$ cat src/rtl/lfsr_pkg.sv
// rtl/lfsr_pkg.sv - shared LFSR step function, default 7-bit tap table and search FSM states
package lfsr_pkg;

  localparam int LFSR_W   = 7;
  localparam int N_TAPS_7 = 9;

  localparam logic [LFSR_W-1:0] TAP_TABLE_7 [N_TAPS_7] = '{
    7'h60, 7'h48, 7'h78, 7'h72, 7'h6A, 7'h69, 7'h5C, 7'h7E, 7'h7B
  };

  typedef enum logic [1:0] {
    ST_IDLE   = 2'd0,
    ST_SEARCH = 2'd1,
    ST_DONE   = 2'd2
  } fsm_state_t;

  function automatic logic [LFSR_W-1:0] lfsr_next(input logic [LFSR_W-1:0] s,
                                                  input logic [LFSR_W-1:0] t);
    return {s[LFSR_W-2:0], ^(t & s)};
  endfunction

endpackage

$ cat src/rtl/lfsr_step.sv
// rtl/lfsr_step.sv - combinational Fibonacci LFSR next-state: shift left, parity of tapped bits enters LSB
module lfsr_step
  import lfsr_pkg::*;
#(
  parameter int W = 7
) (
  input  logic [W-1:0] i_state,
  input  logic [W-1:0] i_taps,
  output logic [W-1:0] o_next
);

  generate
    if (W == LFSR_W) begin : g_pkg
      assign o_next = lfsr_next(i_state, i_taps);
    end else begin : g_generic
      assign o_next = {i_state[W-2:0], ^(i_taps & i_state)};
    end
  endgenerate

endmodule

$ cat src/rtl/lfsr_tap_search.sv
// rtl/lfsr_tap_search.sv - finds the lowest-index tap pattern reproducing L keystream words, then runs as generator
module lfsr_tap_search
  import lfsr_pkg::*;
#(
  parameter int W      = 7,
  parameter int N_TAPS = 9,
  parameter int L      = 4,
  parameter logic [W-1:0] TAP_TABLE [N_TAPS] = TAP_TABLE_7
) (
  input  logic                      i_clk,
  input  logic                      i_rst_n,
  input  logic                      i_kin_valid,
  input  logic [W-1:0]              i_kin_data,
  output logic                      o_kin_ready,
  input  logic                      i_start,
  input  logic                      i_clear,
  input  logic                      i_adv,
  output logic                      o_busy,
  output logic                      o_done,
  output logic                      o_found,
  output logic [$clog2(N_TAPS)-1:0] o_match_idx,
  output logic [W-1:0]              o_match_taps,
  output logic [W-1:0]              o_state_out
);

  localparam int IW = $clog2(N_TAPS);
  localparam int CW = $clog2(L + 1);
  localparam int JW = $clog2(L);
  localparam logic [CW-1:0] L_COUNT  = CW'(L);
  localparam logic [JW-1:0] J_LAST   = JW'(L - 1);
  localparam logic [IW-1:0] IDX_LAST = IW'(N_TAPS - 1);

  fsm_state_t    r_fsm;
  logic [W-1:0]  r_buf [L];
  logic [CW-1:0] r_count;
  logic [W-1:0]  r_state;
  logic [IW-1:0] r_idx;
  logic [JW-1:0] r_j;
  logic          r_found;
  logic [IW-1:0] r_match_idx;
  logic [W-1:0]  r_match_taps;
  logic [W-1:0]  r_state_out;

  logic [W-1:0]  w_step_s;
  logic [W-1:0]  w_step_t;
  logic [W-1:0]  w_next;
  logic          w_hit;
  logic          w_xfer;

  // One step unit serves both the search compare and the post-match generator.
  always_comb begin
    w_step_s = r_state;
    w_step_t = TAP_TABLE[r_idx];
    if (r_fsm == ST_DONE) begin
      w_step_s = r_state_out;
      w_step_t = r_match_taps;
    end
  end

  lfsr_step #(.W(W)) u_step (
    .i_state (w_step_s),
    .i_taps  (w_step_t),
    .o_next  (w_next)
  );

  assign w_hit       = (w_next == r_buf[r_j]);
  assign o_kin_ready = (r_fsm == ST_IDLE) && (r_count < L_COUNT);
  assign w_xfer      = i_kin_valid && o_kin_ready;

  always_ff @(posedge i_clk or negedge i_rst_n) begin
    if (!i_rst_n) begin
      r_fsm        <= ST_IDLE;
      for (int k = 0; k < L; k++) r_buf[k] <= '0;
      r_count      <= '0;
      r_state      <= '0;
      r_idx        <= '0;
      r_j          <= '0;
      r_found      <= 1'b0;
      r_match_idx  <= '0;
      r_match_taps <= '0;
      r_state_out  <= '0;
    end else if (i_clear) begin
      r_fsm        <= ST_IDLE;
      r_count      <= '0;
      r_found      <= 1'b0;
      r_match_idx  <= '0;
      r_match_taps <= '0;
      r_state_out  <= '0;
    end else begin
      case (r_fsm)
        ST_IDLE: begin
          if (w_xfer) begin
            r_buf[r_count[JW-1:0]] <= i_kin_data;
            r_count                <= r_count + CW'(1);
          end
          if (i_start && (r_count == L_COUNT)) begin
            r_state <= r_buf[0];
            r_idx   <= '0;
            r_j     <= JW'(1);
            r_fsm   <= ST_SEARCH;
          end
        end
        ST_SEARCH: begin
          if (w_hit) begin
            if (r_j == J_LAST) begin
              r_found      <= 1'b1;
              r_match_idx  <= r_idx;
              r_match_taps <= TAP_TABLE[r_idx];
              r_state_out  <= w_next;
              r_fsm        <= ST_DONE;
            end else begin
              r_j     <= r_j + JW'(1);
              r_state <= w_next;
            end
          end else if (r_idx == IDX_LAST) begin
            r_found <= 1'b0;
            r_fsm   <= ST_DONE;
          end else begin
            // Restart from the seed with the next candidate in the same cycle.
            r_idx   <= r_idx + IW'(1);
            r_state <= r_buf[0];
            r_j     <= JW'(1);
          end
        end
        ST_DONE: begin
          if (i_adv && r_found) r_state_out <= w_next;
        end
        default: r_fsm <= ST_IDLE;
      endcase
    end
  end

  assign o_busy       = (r_fsm == ST_SEARCH);
  assign o_done       = (r_fsm == ST_DONE);
  assign o_found      = r_found;
  assign o_match_idx  = r_match_idx;
  assign o_match_taps = r_match_taps;
  assign o_state_out  = r_state_out;

endmodule
$ cat config.mk
export PLATFORM = sky130hd
export DESIGN_NAME = lfsr_tap_search
export DESIGN_NICKNAME = d
export VERILOG_FILES = /design/src/rtl/lfsr_pkg.sv /design/src/rtl/lfsr_step.sv /design/src/rtl/lfsr_tap_search.sv
export SDC_FILE = /design/constraint.sdc
export NUM_CORES = 1
export LEC_CHECK = 0
export ABC_AREA = 1
export BUFFER_PORTS_ARGS = -buffer_cell sky130_fd_sc_hd__buf_2
export CAP_MARGIN = 15
export CORE_MARGIN = 2
export CORE_UTILIZATION = 45
export DETAILED_ROUTE_END_ITERATION = 16
export GPL_ROUTABILITY_DRIVEN = 0
export SETUP_SLACK_MARGIN = 0.3
export SYNTH_ARGS = -nofsm -noshare
export SYNTH_HDL_FRONTEND = slang
export SYNTH_SLANG_ARGS = --single-unit
$ cat constraint.sdc
create_clock -name i_clk -period 2.6 [get_ports i_clk]
set_clock_uncertainty 0.15 [all_clocks]
set_input_delay 0.52 -clock i_clk [delete_from_list [all_inputs] [get_ports i_clk]]
set_output_delay 0.52 -clock i_clk [all_outputs]
set_load 0.02 [all_outputs]
======== Word-level counts from Yosys, hierarchy flattened ========
Memory sizes are Yosys's and may differ from the RTL's.
Cells that the tools add are included.
word-level totals
  memories kept ........................... 1
  ROM bits ................................ 112
  output and inout port bits .............. 22
  flip-flop bits (word level) ............. 65
  input bits .............................. 13
  word-level logic and storage cells ...... 119
cells by class
  reduce and logical (&&, ||, !) cells .... 23
  $add $sub $neg .......................... 3
  $lt $le $gt $ge ......................... 5
  bitwise operators ....................... 5
  muxes and demuxes ....................... 50
  eq/ne operators ......................... 19
memories
  name              depth  width  rd ports  clocked after memory_dff  write ports  RTL line                text
  (name not given)  16     7      1         0                         0            lfsr_tap_search.sv:108  r_match_taps <= TAP_TABLE[r_idx];
operator list
  kind                  number
  $mux W7               19
  $bwmux W28            1
  $mux W4               7
  $pmux W7 S2           2
  $mux W2               8
  $ne A3 B2 Y1 const B  5
  $bmux W7 S2           1
  $demux W7 S2          1
  $reduce_bool A2 Y1    6
  $reduce_and A5 Y1     2
  $mux W3               3
  $reduce_and A3 Y1     3
  $pmux W4 S2           1
  $reduce_and A4 Y1     2
  $and A7 B7 Y7         1
  $eq A7 B7 Y1          1
  $reduce_xor A7 Y1     1
  $ge A3 B3 Y1 const B  2
  $ne A2 B2 Y1 const B  3
  $ne A3 B3 Y1 const B  2
  $not A2 Y3            2
  $pmux W2 S3           1
  $reduce_bool A3 Y1    2
  $ge A5 B5 Y1 const B  1
  19 further kinds      28

======== Logic depth before layout (Yosys ltp) ========
  depth in word-level cells ............... 11
  gate-level depth with buffers ........... 21
  gate-level depth less buffers ........... 21

======== Cells and area by module ========
Synthesis repeated with hierarchy kept, for this count alone.
unflattened totals
  cell total of the unflattened synthesis .. 528
  area, all modules ....................... 3842.4 µm²
modules (own cells, without submodules)
  module           sequential area each (µm²)  area each (µm²)  times used  cells each
  lfsr_tap_search  1626.6                      3611.0           1           478
  lfsr_step        0.0                         231.5            1           50

======== Worst setup path after synthesis ========
Ideal clock, no wire load.
  path type ............................... reg-to-reg
  start point ............................. reg r_idx[1]
  end point ............................... reg r_idx[3]
  arrival ................................. 2.095 ns
  period minus slack after synthesis ...... 2.362 ns
  stages on the path, launching flop included .. 19
  data required time ...................... 2.334 ns
  buffers on the path ..................... 1
  library setup time ...................... 0.116 ns
  slack ................................... 0.238 ns
  cell sequence ........................... dfrtp_1 > inv_1 > ha_1 > inv_1 > nand3_1 > nand2_1 > a21oi_1 > nand2_1 > nand2_1 > nand2_1 > nand3_1 > nand3_2 > nand2_4 > nand3_2 > buf_4 > nand3_4 > inv_2 > nand2_1 > nand2_1
on the way
  longest elaborated chain between the ends .. 10
  elaborated cells on any way between the ends .. 16
  those cells by class .................... 1 x add/sub; 4 x eq/ne; 6 x mux; 2 x bitwise; 2 x reduce/logical; 1 x memory
RTL lines
  what                              RTL line                text
  from (decl)                       lfsr_tap_search.sv:37   logic [IW-1:0] r_idx;
  from (signal assigned)            lfsr_tap_search.sv:120  r_idx <= r_idx + IW'(1);
  $not A4 Y5 (implied by the code)  lfsr_tap_search.sv:53   w_step_t = TAP_TABLE[r_idx];
  $mem_v2 Z16 W7                    n/a
  $mux W7 (2 in series)             n/a
  $mux W7                           lfsr_tap_search.sv:54   if (r_fsm == ST_DONE) begin
  $and A7 B7 Y7                     lfsr_pkg.sv:19          return {s[LFSR_W-2:0], ^(t & s)};
  $reduce_xor A7 Y1                 lfsr_pkg.sv:19
  $eq A7 B7 Y1                      lfsr_tap_search.sv:66   assign w_hit = (w_next == r_buf[r_j]);
  $ne A2 B2 Y1 (no line)            n/a
  $reduce_and A5 Y1 (no line)       n/a
Parallel ways exist; a longest one is shown, timed or not. The select of a mux whose other input is x is not followed.
A chain may end at the register's enable or synchronous reset.

======== Worst setup path after layout ========
  start point ............................. reg r_fsm[1]
  end point ............................... reg r_state[5]
on the way
  longest elaborated chain between the ends .. 7
  elaborated cells on any way between the ends .. 16
  those cells by class .................... 6 x eq/ne; 5 x mux; 1 x bitwise; 4 x reduce/logical
RTL lines
  what                                                        RTL line                text
  from (decl)                                                 lfsr_tap_search.sv:33   fsm_state_t r_fsm;
  from (signal assigned)                                      lfsr_tap_search.sv:72   r_fsm <= ST_IDLE;
  from (signal assigned)                                      lfsr_tap_search.sv:83   r_fsm <= ST_IDLE;
  from (signal assigned)                                      lfsr_tap_search.sv:100  r_fsm <= ST_SEARCH;
  $eq A2 B2 Y1                                                lfsr_tap_search.sv:54
  $mux W7                                                     lfsr_tap_search.sv:54
  $and A7 B7 Y7                                               lfsr_pkg.sv:19
  $reduce_xor A7 Y1                                           lfsr_pkg.sv:19
  $eq A7 B7 Y1                                                lfsr_tap_search.sv:66
  $ne A3 B3 Y1 (no line) or $mux W7 (tied branches)           n/a
  $reduce_and A5 Y1 (no line) or $pmux W7 S2 (tied branches)  n/a
  to (signal assigned)                                        lfsr_tap_search.sv:97   r_state <= r_buf[0];
  to (signal assigned)                                        lfsr_tap_search.sv:113  r_state <= w_next;
  to (signal assigned)                                        lfsr_tap_search.sv:121  r_state <= r_buf[0];
  to (decl)                                                   lfsr_tap_search.sv:36   logic [W-1:0] r_state;
Parallel ways exist; a longest one is shown, timed or not. The select of a mux whose other input is x is not followed.

==> flow_summary_export.csv <==
group,metric,value,unit
run_status,status,"finished, final reports clean",
critical_path,reg2reg_depth,21,
finish,finish.net_count,623,
route,ant_nets,0,
finish,drive_above_1_share,34.8,%
power,p_comb_share,28.7,%
route,via_per_inst,5.34,
floorplan,rows,33,
critical_path,cp.required,2740,ps
logic_synthesis,postSynthCellCount,522,
global_routing,grt_use_met2,41.2,%
timing,rsz0062_at_grt,"yes",
power,irDropWorstVdd,0.445,mV
floorplan,die_y,96.2,um
power,intPower,0.00209,W
logic_synthesis,synth-seq-cells,65,
global_routing,antenna_found_initial,0,
clock_network,ctsHtreeMaxLevel,3,
route,wirelength,11.3,mm
global_routing,grt_pass1_wl,16.7,mm
timing,drv_slew,0,
critical_path,worstSetupPathType,"reg2reg",
timing,fin_crit,2590,ps
logic_synthesis,yosys_warnings,0,
logic_synthesis,synthesis.nets,544,
logic_synthesis,avgSynthCellArea,7.33,sq um
placed_design,io_buffers,34,
power,clockPowerShare,30.6,%
critical_path,reg2reg_slack,7,ps
logic_synthesis,synth_cell_types,37,
critical_path,end_kind,"register",
global_routing,grt-busiest-layer,"met2",
logic_synthesis,syn_area,0.00383,sq mm
global_routing,grt_max_degree,42,
route,drtIter0Drc,243,
global_routing,first_global_vias,3412,
clock_network,clkTransAtPathRegs,80,ps
route,vias,3794,
floorplan,core_area,0.00822,sq mm
route,first_pass_iters,7,
global_routing,grt_overflow,0,
clock_network,insertion_delay,350,ps
finish,diodes,0,
power,p_seq_share,40.8,%
power,sw_frac_of_total,33.5,%
power,switchingPower,0.00105,W
floorplan,die_x,96.2,um
global_routing,use_met3,3.37,%
power,p_leak,2.62,nW
logic_synthesis,synth.top_cell.area_share,42.5,%
finish,nFillCells,703,
timing,layout_setup_ws,6.55,ps
clock_network,cts_hold_buf,0,
timing,fin_crit_sh,99.7,%
clock_network,clock-sinks,65,
finish,area_delta_synth_final,36.0,%
placed_design,hpwl,7.14,mm
finish,stdcell_area,0.00521,sq mm
clock_network,cts_tree,"built",
logic_synthesis,synth_top_area_cell,"dfrtp_1",
global_routing,track_usage,23.5,%
clock_network,cts_buffer_depth,2,
route,post-route-drc-count,0,
run,maxCapViolCount,0,
floorplan,dieArea,0.00926,sq mm
placed_design,place_ws,-3.91,ps
timing,slew_headroom,60.9,%
placed_design,placed_cell_area,0.00425,sq mm
floorplan,io_pins,35,
global_routing,grt_use_met1,29.2,%
logic_synthesis,ys_seq_area_share,42.5,%
route,wl_per_cell,15.9,um
clock_network,numCtsBuffers,9,
critical_path,arrival,2740,ps
critical_path,setup.worst_path.start_class,"register",
timing,finalHoldViolations,0,
power,power_density,604,mW/mm^2
timing,fmax,386,MHz
critical_path,cp_max_fo,8,
logic_synthesis,synthTopCellsByArea,"dfrtp_1 (42%), nand2_1 (20%), nand3_1 (6.4%)",
timing,tightest_slew,586,ps
timing,setup_viol,0,
clock_network,clockRootBuffer,"clkbuf_8",
timing,timing.hold.ws,17.3,ps
power,total_power,0.00315,W
floorplan,start_util,46.6,%
min_path,holdCritPathClass,"in2async",
## registers in the layout, summed over array words and instances (netlist names)
| register | cells |
|---|---|
| o_match_idx | 4 |
| r_idx | 4 |
| r_state | 7 |
| o_match_taps | 7 |
| r_j | 2 |
| o_found | 1 |
| r_count | 3 |
| r_fsm | 2 |
| r_buf | 28 |
| o_state_out | 7 |
## cells in the mapped netlist
cell / instances
o21ai_2: 5
buf_1: 1
nand3b_1: 2
xor2_1: 2
nand3_4: 1
a32oi_1: 1
nand4_2: 1
nand3_2: 7
o21a_1: 1
o21ai_0: 34
xnor2_1: 2
inv_4: 1
a21oi_1: 6
nor3_1: 1
o22a_1: 1
clkbuf_1: 7
inv_2: 4
o21ai_1: 8
ha_1: 9
nor2_2: 1
buf_6: 3
buf_4: 4
nor2_4: 3
nand2_8: 1
nand2_1: 209
a211oi_1: 1
nand3_1: 49
buf_2: 6
nor2_1: 19
a22o_1: 1
inv_1: 47
nand2_4: 1
nand4_1: 12
nand2_2: 4
dfrtp_1: 65
a31oi_1: 1
o211ai_1: 1
## area by class of cell
class | instances | area (sq um) | area share [%]
clock buffers | 12 | 135 | 2.60
clock inverters | 4 | 76.3 | 1.47
inverters | 52 | 209 | 4.01
multi-input cells | 385 | 2270 | 43.6
flip-flops and latches | 65 | 1630 | 31.4
well taps | 105 | 131 | 2.52
repair buffers | 88 | 752 | 14.4
## timing repair
action	4_1_cts	5_1_grt
endpoints found under the setup margin	34	35
buffers inserted	13	19
pin swaps	18	51
resized for setup	53	69
cloned	2	1
endpoints found under the hold margin	0	0
## through the flow
stage          utilization (%)  std cells  TNS [ps]
2_1_floorplan                -        522         0
3_3_place_gp              51.8        660         0
3_5_place_dp              51.8        660     -3.91
4_1_cts                   58.3        691         0
5_1_grt                   63.4        711     -1740
6_report                  63.4        711         0
## cells by family after synthesis
| family | Yosys count | synth area share (%) |
|---|---|---|
| simple gates | 311 | 36.4 |
| buf+inv | 73 | 8.40 |
| flops | 65 | 42.5 |
| compound gates | 60 | 8.86 |
| fa+ha+maj | 9 | 2.94 |
| xor+xnor | 4 | 0.915 |
## routing by layer
| layer | up-vias | share of wire [%] | routed length [um] |
|---|---|---|---|
| met4 | 0 | 2.7 | 303 |
| met3 | 33 | 4.4 | 494 |
| li1 | 1834 | - | - |
| met2 | 118 | 51 | 5730 |
| met1 | 1809 | 42 | 4760 |
| met5 | - | 0 | 0 |
## path summary, 6_finish.rpt
check | to | startpoint
max in group asynchronous | r_fsm[0] | i_rst_n
min in group i_clk | r_count[1] | i_clear
setup / recovery | r_state[5] | r_fsm[1]
hold / removal | r_idx[3] | i_rst_n
hold reg to reg | r_state[3] | r_state[3]
setup reg to reg | r_state[5] | r_fsm[1]
## critical path, stage by stage (launching register included)
cell	delay (ps)
dfrtp_2	430
inv_2	60
nor2_4	190
buf_12	150
buf_8	110
nor2_2	30
inv_1	60
nand2_2	60
inv_2	60
nand2_1	70
nand2_2	120
nand2_2	70
nand2_1	80
nand2_2	60
nand3_2	90
nand2_4	80
nand3_4	80
nor2_4	50
buf_6	120
nor2_4	220
nand2_1	110
nand2_1	80
## power groups by stage
stage	Sequential, W	Combinational, W	Clock, W
after global placement	0.00129	0.000667	0
final	0.00128	0.000902	0.000961
after detailed placement	0.00129	0.000677	0
after global routing	0.00130	0.000986	0.00102
after CTS	0.00128	0.000744	0.000974
after floorplan	0.00127	0.000487	0
## cell usage in the layout, fill, tap and decap left out, drive strengths merged, types with 6 or more instances in the layout
cell type and instances:
nor2 23, nand3 57, clkbuf 12, inv 52, nand4 13, o21ai 47
dfrtp 65, a21oi 6, buf 88, ha 9, nand2 216
Power figures use the tool's default switching activity.
